==> src/rtl/mul_div_unit.sv <==
// Multi-cycle MULT/MULTU/DIV/DIVU engine with HI/LO; fixed 33-cycle latency start->done.
// No backpressure: start is ignored while busy, hi/lo only change on done or reset.
module mul_div_unit #(
    parameter int XLEN = 32
) (
    input  logic            clk,
    input  logic            rst,
    input  logic            start,
    input  logic [1:0]      op,
    input  logic [XLEN-1:0] a,
    input  logic [XLEN-1:0] b,
    output logic            busy,
    output logic            done,
    output logic            div_by_zero,
    output logic [XLEN-1:0] hi,
    output logic [XLEN-1:0] lo
);
    localparam int CW = $clog2(XLEN);

    typedef enum logic [1:0] {IDLE, CALC, FIXUP} state_t;

    state_t            state_q;
    logic [CW-1:0]     cnt_q;
    logic              is_div_q, neg_res_q, neg_rem_q, dbz_q;
    logic [XLEN-1:0]   opa_q, opb_q;
    logic [2*XLEN-1:0] acc_q;
    logic              busy_q, done_q, div_by_zero_q;
    logic [XLEN-1:0]   hi_q, lo_q;

    logic              sa, sb;
    logic [XLEN-1:0]   a_mag, b_mag;
    logic [XLEN:0]     mul_sum;
    logic [XLEN+1:0]   div_trial;
    logic [2*XLEN-1:0] mul_acc_d, div_shift, div_acc_d, step_acc_d, prod_fix;
    logic [XLEN-1:0]   quot_fix, rem_fix;

    always_comb begin
        sa    = op[0] & a[XLEN-1];
        sb    = op[0] & b[XLEN-1];
        a_mag = sa ? -a : a;
        b_mag = sb ? -b : b;

        // Multiply: add multiplicand into the upper half with carry, then shift right.
        mul_sum   = {1'b0, acc_q[2*XLEN-1:XLEN]} + (opb_q[0] ? {1'b0, opa_q} : '0);
        mul_acc_d = {mul_sum, acc_q[XLEN-1:1]};

        // Restoring divide: {rem, quot} in acc_q; the shifted remainder needs XLEN+1 bits.
        div_shift = {acc_q[2*XLEN-2:0], 1'b0};
        div_trial = {1'b0, acc_q[2*XLEN-1:XLEN-1]} - {2'b00, opb_q};
        if (div_trial[XLEN+1:XLEN] == 2'b00) begin
            div_acc_d = {div_trial[XLEN-1:0], div_shift[XLEN-1:1], 1'b1};
        end else begin
            div_acc_d = div_shift;
        end

        step_acc_d = is_div_q ? div_acc_d : mul_acc_d;
        prod_fix   = neg_res_q ? -acc_q : acc_q;
        quot_fix   = neg_res_q ? -acc_q[XLEN-1:0] : acc_q[XLEN-1:0];
        rem_fix    = neg_rem_q ? -acc_q[2*XLEN-1:XLEN] : acc_q[2*XLEN-1:XLEN];
    end

    always_ff @(posedge clk) begin
        if (rst) begin
            state_q       <= IDLE;
            cnt_q         <= '0;
            is_div_q      <= 1'b0;
            neg_res_q     <= 1'b0;
            neg_rem_q     <= 1'b0;
            dbz_q         <= 1'b0;
            opa_q         <= '0;
            opb_q         <= '0;
            acc_q         <= '0;
            busy_q        <= 1'b0;
            done_q        <= 1'b0;
            div_by_zero_q <= 1'b0;
            hi_q          <= '0;
            lo_q          <= '0;
        end else begin
            done_q <= 1'b0;
            case (state_q)
                IDLE: begin
                    if (start) begin
                        state_q   <= CALC;
                        busy_q    <= 1'b1;
                        cnt_q     <= '0;
                        is_div_q  <= op[1];
                        neg_res_q <= sa ^ sb;
                        neg_rem_q <= sa;
                        dbz_q     <= op[1] & (b == '0);
                        opa_q     <= a_mag;
                        opb_q     <= b_mag;
                        // The dividend starts in the quotient half; multiply starts from zero.
                        acc_q     <= op[1] ? {{XLEN{1'b0}}, a_mag} : '0;
                    end
                end
                CALC: begin
                    acc_q <= step_acc_d;
                    if (!is_div_q) begin
                        opb_q <= opb_q >> 1;
                    end
                    cnt_q <= cnt_q + 1'b1;
                    if (cnt_q == CW'(XLEN - 1)) begin
                        state_q <= FIXUP;
                    end
                end
                FIXUP: begin
                    state_q       <= IDLE;
                    busy_q        <= 1'b0;
                    done_q        <= 1'b1;
                    div_by_zero_q <= dbz_q;
                    if (is_div_q) begin
                        hi_q <= rem_fix;
                        lo_q <= quot_fix;
                    end else begin
                        hi_q <= prod_fix[2*XLEN-1:XLEN];
                        lo_q <= prod_fix[XLEN-1:0];
                    end
                end
                default: state_q <= IDLE;
            endcase
        end
    end

    assign busy        = busy_q;
    assign done        = done_q;
    assign div_by_zero = div_by_zero_q;
    assign hi          = hi_q;
    assign lo          = lo_q;
endmodule

==> config.mk <==
export PLATFORM = sky130hd
export DESIGN_NAME = mul_div_unit
export DESIGN_NICKNAME = d
export VERILOG_FILES = /design/src/rtl/mul_div_unit.sv
export SDC_FILE = /design/constraint.sdc
export NUM_CORES = 1
export LEC_CHECK = 0
export CORE_UTILIZATION = 45
export DETAILED_ROUTE_END_ITERATION = 8
export HOLD_SLACK_MARGIN = 0.02
export PLACE_DENSITY = 0.67
export SYNTH_ARGS = -nofsm -noshare
export SYNTH_HDL_FRONTEND = slang
export SYNTH_SLANG_ARGS = --single-unit
==> constraint.sdc <==
create_clock -name clk -period 2.9 [get_ports clk]
set_input_delay 0.58 -clock clk [delete_from_list [all_inputs] [get_ports clk]]
set_output_delay 0.58 -clock clk [all_outputs]
set_load 0.01 [all_outputs]
# Word-level counts from Yosys, hierarchy flattened
# Cells that the tools add are included.
# W data, S select, Z words.
[classes]
addsub = 8
n_eq_ne = 6
muxes = 24
bitwise_logic = 4
n_reduce_logical = 10
[ops]
columns = ["operator", "n"]
rows = [
  ["$mux W32", 10],
  ["$mux W64", 4],
  ["$neg A32 Y32", 4],
  ["$pmux W64 S2", 1],
  ["$neg A64 Y64", 1],
  ["$pmux W32 S2", 1],
  ["$sub A33 B32 Y34", 1],
  ["$add A32 B32 Y33", 1],
  ["$logic_not A32 Y1", 1],
  ["$pmux W5 S2", 1],
  ["$reduce_and A2 Y1", 4],
  ["$ne A2 B2 Y1 const B", 3],
  ["$add A5 B1 Y5 const B", 1],
  ["$eq A5 B5 Y1 const B", 1],
  ["$mux W5", 1],
  ["$logic_not A2 Y1", 2],
  ["$mux W2", 2],
  ["$pmux W2 S2", 1],
  ["$reduce_bool A2 Y1", 2],
  ["$and A1 B1 Y1", 3],
  ["$reduce_and A3 Y1", 1],
  ["$eq A2 B1 Y1 const B", 1],
  ["$eq A2 B2 Y1 const B", 1],
  ["$mux W1", 2],
  ["other kinds (2)", 2],
]
[word_totals]
ff_bits = 206
in_bits = 69

# Logic depth before layout (Yosys ltp)
# Gate-level depths: netlist (run 1).
[depth]
depth_word = 5
mapped_depth = 14

# Worst setup path before layout (run 1)
# Ideal clock, no wire load.
[synth_timing]
kind = "register to register"
startpoint = "register acc_q[31]"
endpoint = "register acc_q[47]"
setup_time_ps = 133
t_arrival_ps = 3022
t_required_ps = 2767
path_slack_ps = -256
path_stages_with_launch = 15
path_buffers = 1
synth_period_minus_slack_ps = 3156
cell_sequence = "dfxtp_1 > inv_1 > ha_1 > inv_1 > fa_1 > a211oi_1 > o21ai_0 > a31o_2 > a22oi_1 > o31a_1 > xor2_1 > nor2_1 > buf_4 > mux2i_1 > o221ai_1"
[synth_between]
elab_chain_len = 5
[synth_rtl]
columns = ["element", "line_no", "text"]
rows = [
  ["start: declaration", "26", "logic [2*XLEN-1:0] acc_q;"],
  ["start signal: assignment", "93", "acc_q <= op[1] ? {{XLEN{1'b0}}, a_mag} : '0;"],
  ["start signal: assignment", "97", "acc_q <= step_acc_d;"],
  ["$sub A33 B32 Y34 (*)", "49", "div_trial = {1'b0, acc_q[2*XLEN-1:XLEN-1]} - {2'b00, opb_q};"],
  ["$logic_not A2 Y1", "50", "if (div_trial[XLEN+1:XLEN] == 2'b00) begin"],
  ["$mux W64 (*)", "50", ""],
  ["$mux W64 (*)", "56", "step_acc_d = is_div_q ? div_acc_d : mul_acc_d;"],
  ["$pmux W64 S2 (*)", "80", "case (state_q)"],
]
# Mark *: on every way between the ends. The rest lies on a longest branch, timed or not.
# A chain may end at the register's enable or synchronous reset.

# Worst setup path after layout (run 1)
[layout_timing]
startpoint = "register acc_q[31]"
endpoint = "register acc_q[49]"
# The elaborated chain is that of the path after synthesis.

==> results.sh, run 1 <==
export IMPL_tns_ps=-3480
export IMPL_peakVddDrop_uv=597
export IMPL_hold_violations=0
export IMPL_drive_gt1_share_pct=21.3
export IMPL_syn_nets=2090
export IMPL_cap_viol_max_count=0
export IMPL_violations="setup timing"
export IMPL_drv_slew=0
export IMPL_synth_top_cell_by_area="dfxtp_1"
export IMPL_outcome="finished, violations left"
export IMPL_hold_path_class="register to register"
export IMPL_fmax_ghz=0.325
export IMPL_grt_pass1_vias=15500
export IMPL_drtIter0Drc=1431
export IMPL_antenna_found_initial=1
export IMPL_port_buffers=135
export IMPL_p_switching_mw=2.91
export IMPL_rsz0062_at_grt="yes"
export IMPL_area_growth_synth_to_final_pct=37.4
export IMPL_cp_top_family="compound AO/OA/AOI/OAI gates"
export IMPL_p_int_mw=5.93
export IMPL_place_area_sq_um=18900
export IMPL_wl_per_cell_microns=18.9
export IMPL_critPathSlowestCell="fa_2"
export IMPL_wl_mm=52.9
export IMPL_clockBufferDepth=3
export IMPL_clock_latency_ps=550
export IMPL_finClkSkew_ps=9.52
export IMPL_gp_congestion=1.01
export IMPL_combPwrFrac_pct=29.5
export IMPL_pre_cts_ws_ps=-296
export IMPL_ys_seq_area_share_pct=27.8
export IMPL_synthesis_area_sq_um=14800
export IMPL_syn_inst=1949
export IMPL_grt_max_degree=172
export IMPL_grt_pass1_wl_mm=83.2
export IMPL_layoutNonFillerInstCount=2799
export IMPL_viasPerCell=5.81
export IMPL_setup_ws_ps=-182
export IMPL_final_antenna_net_count=0
export IMPL_io_pins=136
export IMPL_critPathBufInv=5
export IMPL_p_seq_share_pct=35.2
export IMPL_switching_share_pct=32.9
export IMPL_synth_seq_cells=206
export IMPL_ys_types=76
export IMPL_synth_edf_count=0
export IMPL_synth_ff_type="dfxtp_1"
export IMPL_drcViolationCount=0
export IMPL_fin_total_pwr_mw=8.84
export IMPL_fin_crit_sh_pct=106
export IMPL_globalRouteOverflowTotal=0
export IMPL_path_cells="inv_2 > ha_4 > inv_2 > fa_2 > a211oi_2 > o21ai_2 > a31o_4 > a22oi_2 > o31a_1 > xor2_2 > buf_4 > buf_6 > buf_6 > o21ai_2 > o211ai_1 > a32o_1"
export IMPL_die_width_microns=184
export IMPL_postSynth_asyncResetShare_pct=0
export IMPL_start_util_pct=45.7
export IMPL_grt_usage_pct=30.8
export IMPL_place_inst=2734
export IMPL_cts_buffers=25
export IMPL_clockRootBuffer="clkbuf_16"
export IMPL_required_ps=3350
export IMPL_fin_area_sq_um=20400
export IMPL_end_kind="register"
export IMPL_worstSetupPathType="register to register"
export IMPL_cts_sinks=206
export IMPL_tritoncts="yes"
export IMPL_hold_slack_ps=449
export IMPL_crit_fanout=4
export IMPL_dr_pass1_iters=5
export IMPL_yosys_top_cells_area="dfxtp_1 (28%), nor2_1 (6.0%), ha_1 (5.9%)"
export IMPL_synth_top_area_share_pct=27.8
export IMPL_htreeDepth=1
export IMPL_fp_dieH_microns=184
export IMPL_rows=66
export IMPL_clk_pin_slew_ps=60
export IMPL_final_nets=2479
export IMPL_yosys_warnings=0
export IMPL_slew_headroom_pct=47.1
export IMPL_finalCriticalPeriod_ps=3080
export IMPL_final_cell_mix="buf_4 (326), nor2_1 (235), dfxtp_1 (201)"
export IMPL_power_leakage_nw=8.29
export IMPL_cpPeakStageDelay_ps=340
export IMPL_worstMarginPinSlew_ps=793
export IMPL_utilization_pct=62.8
export IMPL_cts_hold_buf=0
export IMPL_report_final_setup_viol=33
export IMPL_vias=16300
export IMPL_cp_start_kind="register"
export IMPL_syn_area_per_cell_sq_um=7.61
export IMPL_powerDensity_nw_per_um2=433
export IMPL_dieArea_sq_um=33700
export IMPL_core_area_sq_um=32500
export IMPL_clkPwrFrac_pct=35.3
export IMPL_hpwl_mm=39.7
export IMPL_final_common_cell="buf_4"
export IMPL_critPathArrivalTime_ps=3530
==> power groups by stage <==
stage | registers (mW) | clock network, mW | logic (mW)
global placement | 3.16 | 0 | 2.34
global route | 3.13 | 3.27 | 2.82
finish | 3.11 | 3.12 | 2.61
floorplan | 3.13 | 0 | 1.41
CTS | 3.11 | 3.15 | 2.49
detailed placement | 3.17 | 0 | 2.37
==> kinds of logic (layout without fill, tap and decap cells) <==
| kind of cell | count (synthesis) | in the layout | synth area share, % |
|---|---|---|---|
| AO/OA/AOI/OAI | 648 | 648 | 28.3 |
| flip-flops | 206 | 206 | 27.8 |
| multiplexers | 54 | 54 | 3.64 |
| XOR/XNOR | 164 | 164 | 9.68 |
| buffers and inverters | 185 | 592 | 4.80 |
| AND/OR/NAND/NOR | 620 | 620 | 19.6 |
| adder cells (fa/ha/maj) | 72 | 72 | 6.17 |
| other | 0 | 1 | 0 |
==> cells in the mapped netlist (26+ instances only) <==
| library cell | count |
|---|---|
| xor2_1 | 80 |
| ha_1 | 70 |
| a21o_1 | 27 |
| xnor2_1 | 84 |
| o221ai_1 | 34 |
| dfxtp_1 | 206 |
| a21oi_1 | 170 |
| nand2_1 | 162 |
| o21ai_0 | 144 |
| and2_1 | 49 |
| clkbuf_1 | 107 |
| mux2i_1 | 54 |
| nor3_1 | 41 |
| a211oi_1 | 101 |
| nor2_1 | 238 |
| inv_1 | 63 |
| o211ai_1 | 26 |
==> flip-flops by register name (all words and copies together) (netlist names), 2 cells and up <==
name and flops:
acc_q 64, hi 32, lo 32, opa_q 32
opb_q 32, cnt_q 5, state_q 2
==> tightest hold or removal path, stage by stage (launching register included) <==
cell,delay (ps)
dfxtp_1,310
nand2_1,50
a21oi_1,50
==> area by class of cell <==
type	instances	area, sq um
timing repair buffer	482	4150
antenna	1	2.50
multi-input combinational	1558	10500
fill	2840	12100
clock inverter	11	101
tap	442	553
clock buffer	34	699
inverter	65	244
sequential	206	4140
==> worst paths after layout <==
check	slack (ps)	start	cells past startpoint	endpoint
max	-180	acc_q[31]	16	acc_q[49]
min	450	hi[12]	2	hi[12]
max reg2reg	-180	acc_q[31]	16	acc_q[49]
min reg2reg	450	hi[12]	2	hi[12]
==> layer usage <==
| layer | up-vias | share of wire [%] | track usage (%) | wire (microns) |
|---|---|---|---|---|
| met5 | - | 0 | 0 | 0 |
| met4 | 0 | 3.5 | 10.3 | 1860 |
| met3 | 120 | 6.7 | 4.18 | 3530 |
| met2 | 621 | 46 | 51.1 | 24600 |
| met1 | 7667 | 43 | 41.0 | 22900 |
| li1 | 7846 | - | - | - |
==> timing repair <==
item | in CTS | in global routing
gates resized for setup | 97 | 50
buffers inserted | 14 | 5
pin swaps | 46 | 35
hold endpoints to repair | 0 | 0
setup endpoints to repair | 33 | 44
gates cloned | 3 | 0
Power figures use the tool's default switching activity.
==> run 2, diff against run 1 <==
Settings changed: CTS_CLUSTER_DIAMETER set to 80.
==> results.sh, run 2 (same netlist as run 1, synthesis figures left out) <==
export IMPL_outcome="finished, violations left"
export IMPL_violations="setup timing"
export IMPL_globalRouteOverflowTotal=0
export IMPL_wl_mm=52.7
export IMPL_port_buffers=135
export IMPL_power_leakage_nw=8.27
export IMPL_cap_viol_max_count=0
export IMPL_min_delay_path_depth=2
export IMPL_grt_usage_pct=30.6
export IMPL_final_common_cell="buf_4"
export IMPL_powerDensity_nw_per_um2=437
export IMPL_area_growth_synth_to_final_pct=37.0
export IMPL_hold_path_class="register to register"
export IMPL_dieArea_sq_um=33700
export IMPL_clk_pin_slew_ps=70
export IMPL_top_register="acc_q"
export IMPL_whs_endpoint="hi[12]"
export IMPL_utilization_pct=62.6
export IMPL_final_antenna_net_count=0
export IMPL_rows=66
export IMPL_critPathBufInv=4
export IMPL_final_nets=2476
export IMPL_clock_latency_ps=550
export IMPL_timing_rr_end="acc_q[63]"
export IMPL_r2r_start="opb_q[0]"
export IMPL_peakVddDrop_uv=591
export IMPL_hold_violations=0
export IMPL_r2r_slack_ps=-110
export IMPL_cpPeakStageDelay_ps=370
export IMPL_core_area_sq_um=32500
export IMPL_fp_dieH_microns=184
export IMPL_required_ps=3340
export IMPL_cts_buffers=25
export IMPL_gp_congestion=1.01
export IMPL_nFillCells=2871
export IMPL_finClkSkew_ps=17.1
export IMPL_worstMarginPinSlew_ps=794
export IMPL_path_cells="buf_8 > buf_12 > and2_1 > ha_1 > a21oi_1 > o21ai_2 > a32oi_2 > o21ai_4 > a41oi_2 > buf_6 > o211ai_1 > and3_1 > buf_4 > o211ai_1 > a2bb2oi_1"
export IMPL_drcViolationCount=0
export IMPL_hpwl_mm=39.7
export IMPL_end_kind="register"
export IMPL_htreeDepth=1
export IMPL_rsz0062_at_grt="yes"
export IMPL_final_cell_mix="buf_4 (324), nor2_1 (233), dfxtp_1 (200)"
export IMPL_drive_gt1_share_pct=20.9
export IMPL_dr_pass1_iters=7
export IMPL_min_from="hi[12]"
export IMPL_report_final_setup_viol=23
export IMPL_cts_sinks=206
export IMPL_fin_crit_sh_pct=104
export IMPL_drv_slew=0
export IMPL_die_width_microns=184
export IMPL_io_pins=136
export IMPL_multi_input_area_sq_um=10500
export IMPL_grt_pass1_vias=15500
export IMPL_regArea_sq_um=4140
export IMPL_vias=16200
export IMPL_start_util_pct=45.7
export IMPL_viasPerCell=5.80
export IMPL_cts_hold_buf=0
export IMPL_grt_pass1_wl_mm=82.6
export IMPL_worstSetupPathType="register to register"
export IMPL_cp_top_family="compound AO/OA/AOI/OAI gates"
export IMPL_crit_top_cell="o211ai_1"
export IMPL_hold_slack_ps=449
export IMPL_antennaDiodeCount=0
export IMPL_crit_fanout=13
export IMPL_fmax_ghz=0.332
export IMPL_drtIter0Drc=1385
export IMPL_grt_max_degree=172
export IMPL_finalCriticalPeriod_ps=3010
export IMPL_critPathArrivalTime_ps=3450
export IMPL_rr_worst_depth=15
export IMPL_tritoncts="yes"
export IMPL_antenna_found_initial=0
export IMPL_critPathSlowestCell="dfxtp_4"
export IMPL_setup_ws_ps=-113
export IMPL_clockBufferDepth=3
export IMPL_clockRootBuffer="clkbuf_16"
export IMPL_cp_start_kind="register"
export IMPL_slew_headroom_pct=47.0
export IMPL_wl_per_cell_microns=18.8
export IMPL_largest_reg_flops=64
==> run 2: cell types whose count changed in the layout (fill, tap and decap cells not counted), moves of 3 or more <==
cell	change
buf_8	+3
a21oi_1	+5
a21oi_2	-3
o21ai_1	-12
o21ai_0	+11
nor3_1	+3
==> run 2: how the worst max path moves through the flow <==
stage | startpoint | to | depth (start not counted)
after global placement | a[9] | acc_q[31] | 12
after detailed placement | a[9] | acc_q[31] | 12
after floorplan | acc_q[31] | acc_q[59] | 14
after CTS | acc_q[31] | acc_q[62] | 16
after global routing | acc_q[31] | acc_q[47] | 15
final | opb_q[0] | acc_q[63] | 15
==> run 2: area by class of cell <==
cell class                 count  area share [%]
clock buffer                  35            3.51
timing repair buffer         479            20.2
multi-input combinational   1558            51.4
clock inverter                10           0.585
sequential                   206            20.3
tap                          442            2.72
inverter                      65            1.20
==> run 2: per-stage QoR <==
| stage | worst slack (ps) | setup TNS (ps) | power (mW) | instances | instance area (sq um) |
|---|---|---|---|---|---|
| after floorplan | 1.04 | 0 | 4.53 | 1949 | 14900 |
| after global placement | -270 | -11950 | 5.50 | 2734 | 18900 |
| after detailed placement | -296 | -16710 | 5.53 | 2734 | 18900 |
| after CTS | -73.8 | -557 | 8.82 | 2792 | 20100 |
| after global routing | -255 | -5980 | 9.28 | 2795 | 20300 |
| final | -113 | -1310 | 8.88 | 2795 | 20300 |
==> run 2: tightest hold or removal path, delay by kind of cell (launching register included) <==
kind / cells / cell delay [ps]
AND/OR/NAND/NOR: 1 / 50
AO/OA/AOI/OAI: 1 / 50
flip-flops: 1 / 300
==> run 2: metal layers <==
layer  up-vias  routed length [microns]  track usage (%)
met3       116                     3290             4.04
met2       575                    24200             50.9
met5         -                        0                0
li1       7847                        -                -
met1      7685                    23400             41.0
met4         0                     1840             9.43
==> run 2: power breakdown <==
part	switching, mW	internal, mW	total [mW]	leakage, nW
clock network	1.31	1.90	3.20	0.416
registers	0.139	2.97	3.11	1.68
logic	1.41	1.16	2.57	6.17
total	2.85	6.03	8.88	8.27
==> run 2: timing repair <==
action                                  in CTS  in global routing
buffers inserted                            13                  5
gates cloned                                 2                  1
endpoints found under the setup margin      33                 45
pin swaps                                   46                 36
resized for setup                           77                 50
==> run 3, diff against run 2 <==
Settings changed: RECOVER_POWER set to 100.
==> results.sh, run 3 (same netlist as run 1, synthesis figures left out) <==
export IMPL_outcome="finished, violations left"
export IMPL_violations="capacitance limit, slew limit, setup timing"
export IMPL_largest_reg_flops=64
export IMPL_wl_per_cell_microns=18.8
export IMPL_peakVddDrop_uv=589
export IMPL_top_register="acc_q"
export IMPL_fp_dieH_microns=184
export IMPL_drcViolationCount=0
export IMPL_clockBufferDepth=3
export IMPL_layoutNonFillerInstCount=2795
export IMPL_hold_path_class="register to register"
export IMPL_place_inst=2734
export IMPL_io_pins=136
export IMPL_hold_violations=0
export IMPL_cap_viol_max_count=1
export IMPL_end_kind="register"
export IMPL_critPathArrivalTime_ps=3450
export IMPL_die_width_microns=184
export IMPL_dr_pass1_iters=5
export IMPL_setup_ws_ps=-102
export IMPL_hpwl_mm=39.7
export IMPL_crit_fanout=13
export IMPL_wl_mm=52.5
export IMPL_clockRootBuffer="clkbuf_16"
export IMPL_grt_max_degree=172
export IMPL_finClkSkew_ps=15.3
export IMPL_report_final_setup_viol=28
export IMPL_rows=66
export IMPL_dieArea_sq_um=33700
export IMPL_htreeDepth=1
export IMPL_grt_usage_pct=30.6
export IMPL_clk_pin_slew_ps=60
export IMPL_port_buffers=135
export IMPL_worstMarginPinSlew_ps=1670
export IMPL_globalRouteOverflowTotal=0
export IMPL_gp_congestion=1.01
export IMPL_area_growth_synth_to_final_pct=36.1
export IMPL_viasPerCell=5.80
export IMPL_cp_start_kind="register"
export IMPL_utilization_pct=62.2
export IMPL_vias=16200
export IMPL_final_common_cell="buf_4"
export IMPL_slew_headroom_pct=-11.9
export IMPL_grt_pass1_wl_mm=82.6
export IMPL_core_area_sq_um=32500
export IMPL_power_leakage_nw=8.45
export IMPL_antennaDiodeCount=0
export IMPL_cts_hold_buf=0
export IMPL_cts_sinks=206
export IMPL_final_nets=2476
export IMPL_antenna_found_initial=0
export IMPL_drv_slew=14
export IMPL_powerDensity_nw_per_um2=438
export IMPL_tritoncts="yes"
export IMPL_start_util_pct=45.7
export IMPL_drtIter0Drc=1343
export IMPL_cts_buffers=25
export IMPL_grt_pass1_vias=15500
export IMPL_worstSetupPathType="register to register"
export IMPL_rsz0062_at_grt="yes"
export IMPL_clock_latency_ps=550
export IMPL_required_ps=3350
export IMPL_fin_crit_sh_pct=104
export IMPL_finalCriticalPeriod_ps=3000
export IMPL_drive_gt1_share_pct=20.1
export IMPL_final_cell_mix="buf_4 (305), nor2_1 (233), dfxtp_1 (200)"
export IMPL_tns_ps=-1450
export IMPL_fmax_ghz=0.333
export IMPL_final_antenna_net_count=0
## run 3: changes by cell type in the layout (fill, tap and decap cells not counted), moves of 2 or more
cell / before / now
clkdlybuf4s50_1: 134 / 62
dlygate4sd3_1: 0 / 72
buf_4: 324 / 305
clkbuf_1: 5 / 17
clkbuf_2: 0 / 5
and2_0: 0 / 3
buf_12: 7 / 4
clkbuf_4: 0 / 3
nor4_1: 12 / 15
nor4_2: 4 / 1
and2_1: 45 / 43
o21ai_0: 118 / 120
o21ai_1: 22 / 20
## run 3: what timing repair did
item | in CTS | in global routing
gates resized for setup | 77 | 50
setup endpoints to repair | 33 | 45
buffers inserted | 13 | 5
gates cloned | 2 | 1
pin swaps | 46 | 36
## run 3: power by group
group	switching (mW)	total, mW	internal (mW)
Combinational	1.40	2.55	1.15
Clock	1.30	3.20	1.90
Sequential	0.138	3.11	2.97
## run 3: critical path, stage by stage (launching register included)
cell and delay, ps:
dfxtp_4 360, buf_8 140, buf_12 140, and2_1 140, ha_1 300, a21oi_1 210, o21ai_2 120, a32oi_2 280
o21ai_4 110, a41oi_2 200, buf_6 140, buf_4 100, buf_6 90, nor2_2 30, nor3_1 170, o21ai_1 100
a32o_1 250
## run 3: area by class of cell
cell class / instances / area (sq um)
Timing Repair Buffer: 479 / 4020
Clock buffer: 35 / 713
Tap cell: 442 / 553
Sequential cell: 206 / 4140
Clock inverter: 10 / 119
Inverter: 65 / 244
Multi-Input combinational cell: 1558 / 10400
Fill cell: 2902 / 12300
## run 3: final timing paths
path             from         to  slack [ps]  depth (start not counted)
min reg2reg    hi[12]     hi[12]         450                          2
max          opb_q[0]  acc_q[57]        -100                         16
max reg2reg  opb_q[0]  acc_q[57]        -100                         16
min            hi[12]     hi[12]         450                          2
## run 3: through the flow
stage	hold WS, ps	setup WS [ps]	total power, mW	instance area [sq um]
finish	445	-102	8.85	20200
global route	465	-255	9.26	20200
CTS	454	-73.8	8.82	20100
detailed placement	442	-296	5.53	18900
global placement	439	-270	5.50	18900
floorplan	432	1.04	4.53	14900
## run 3: routing by layer
metal	share of wire, %	global-route usage, %
met5	0	0
met4	3.3	9.43
met3	6.5	4.04
met2	46	50.9
met1	44	41.0
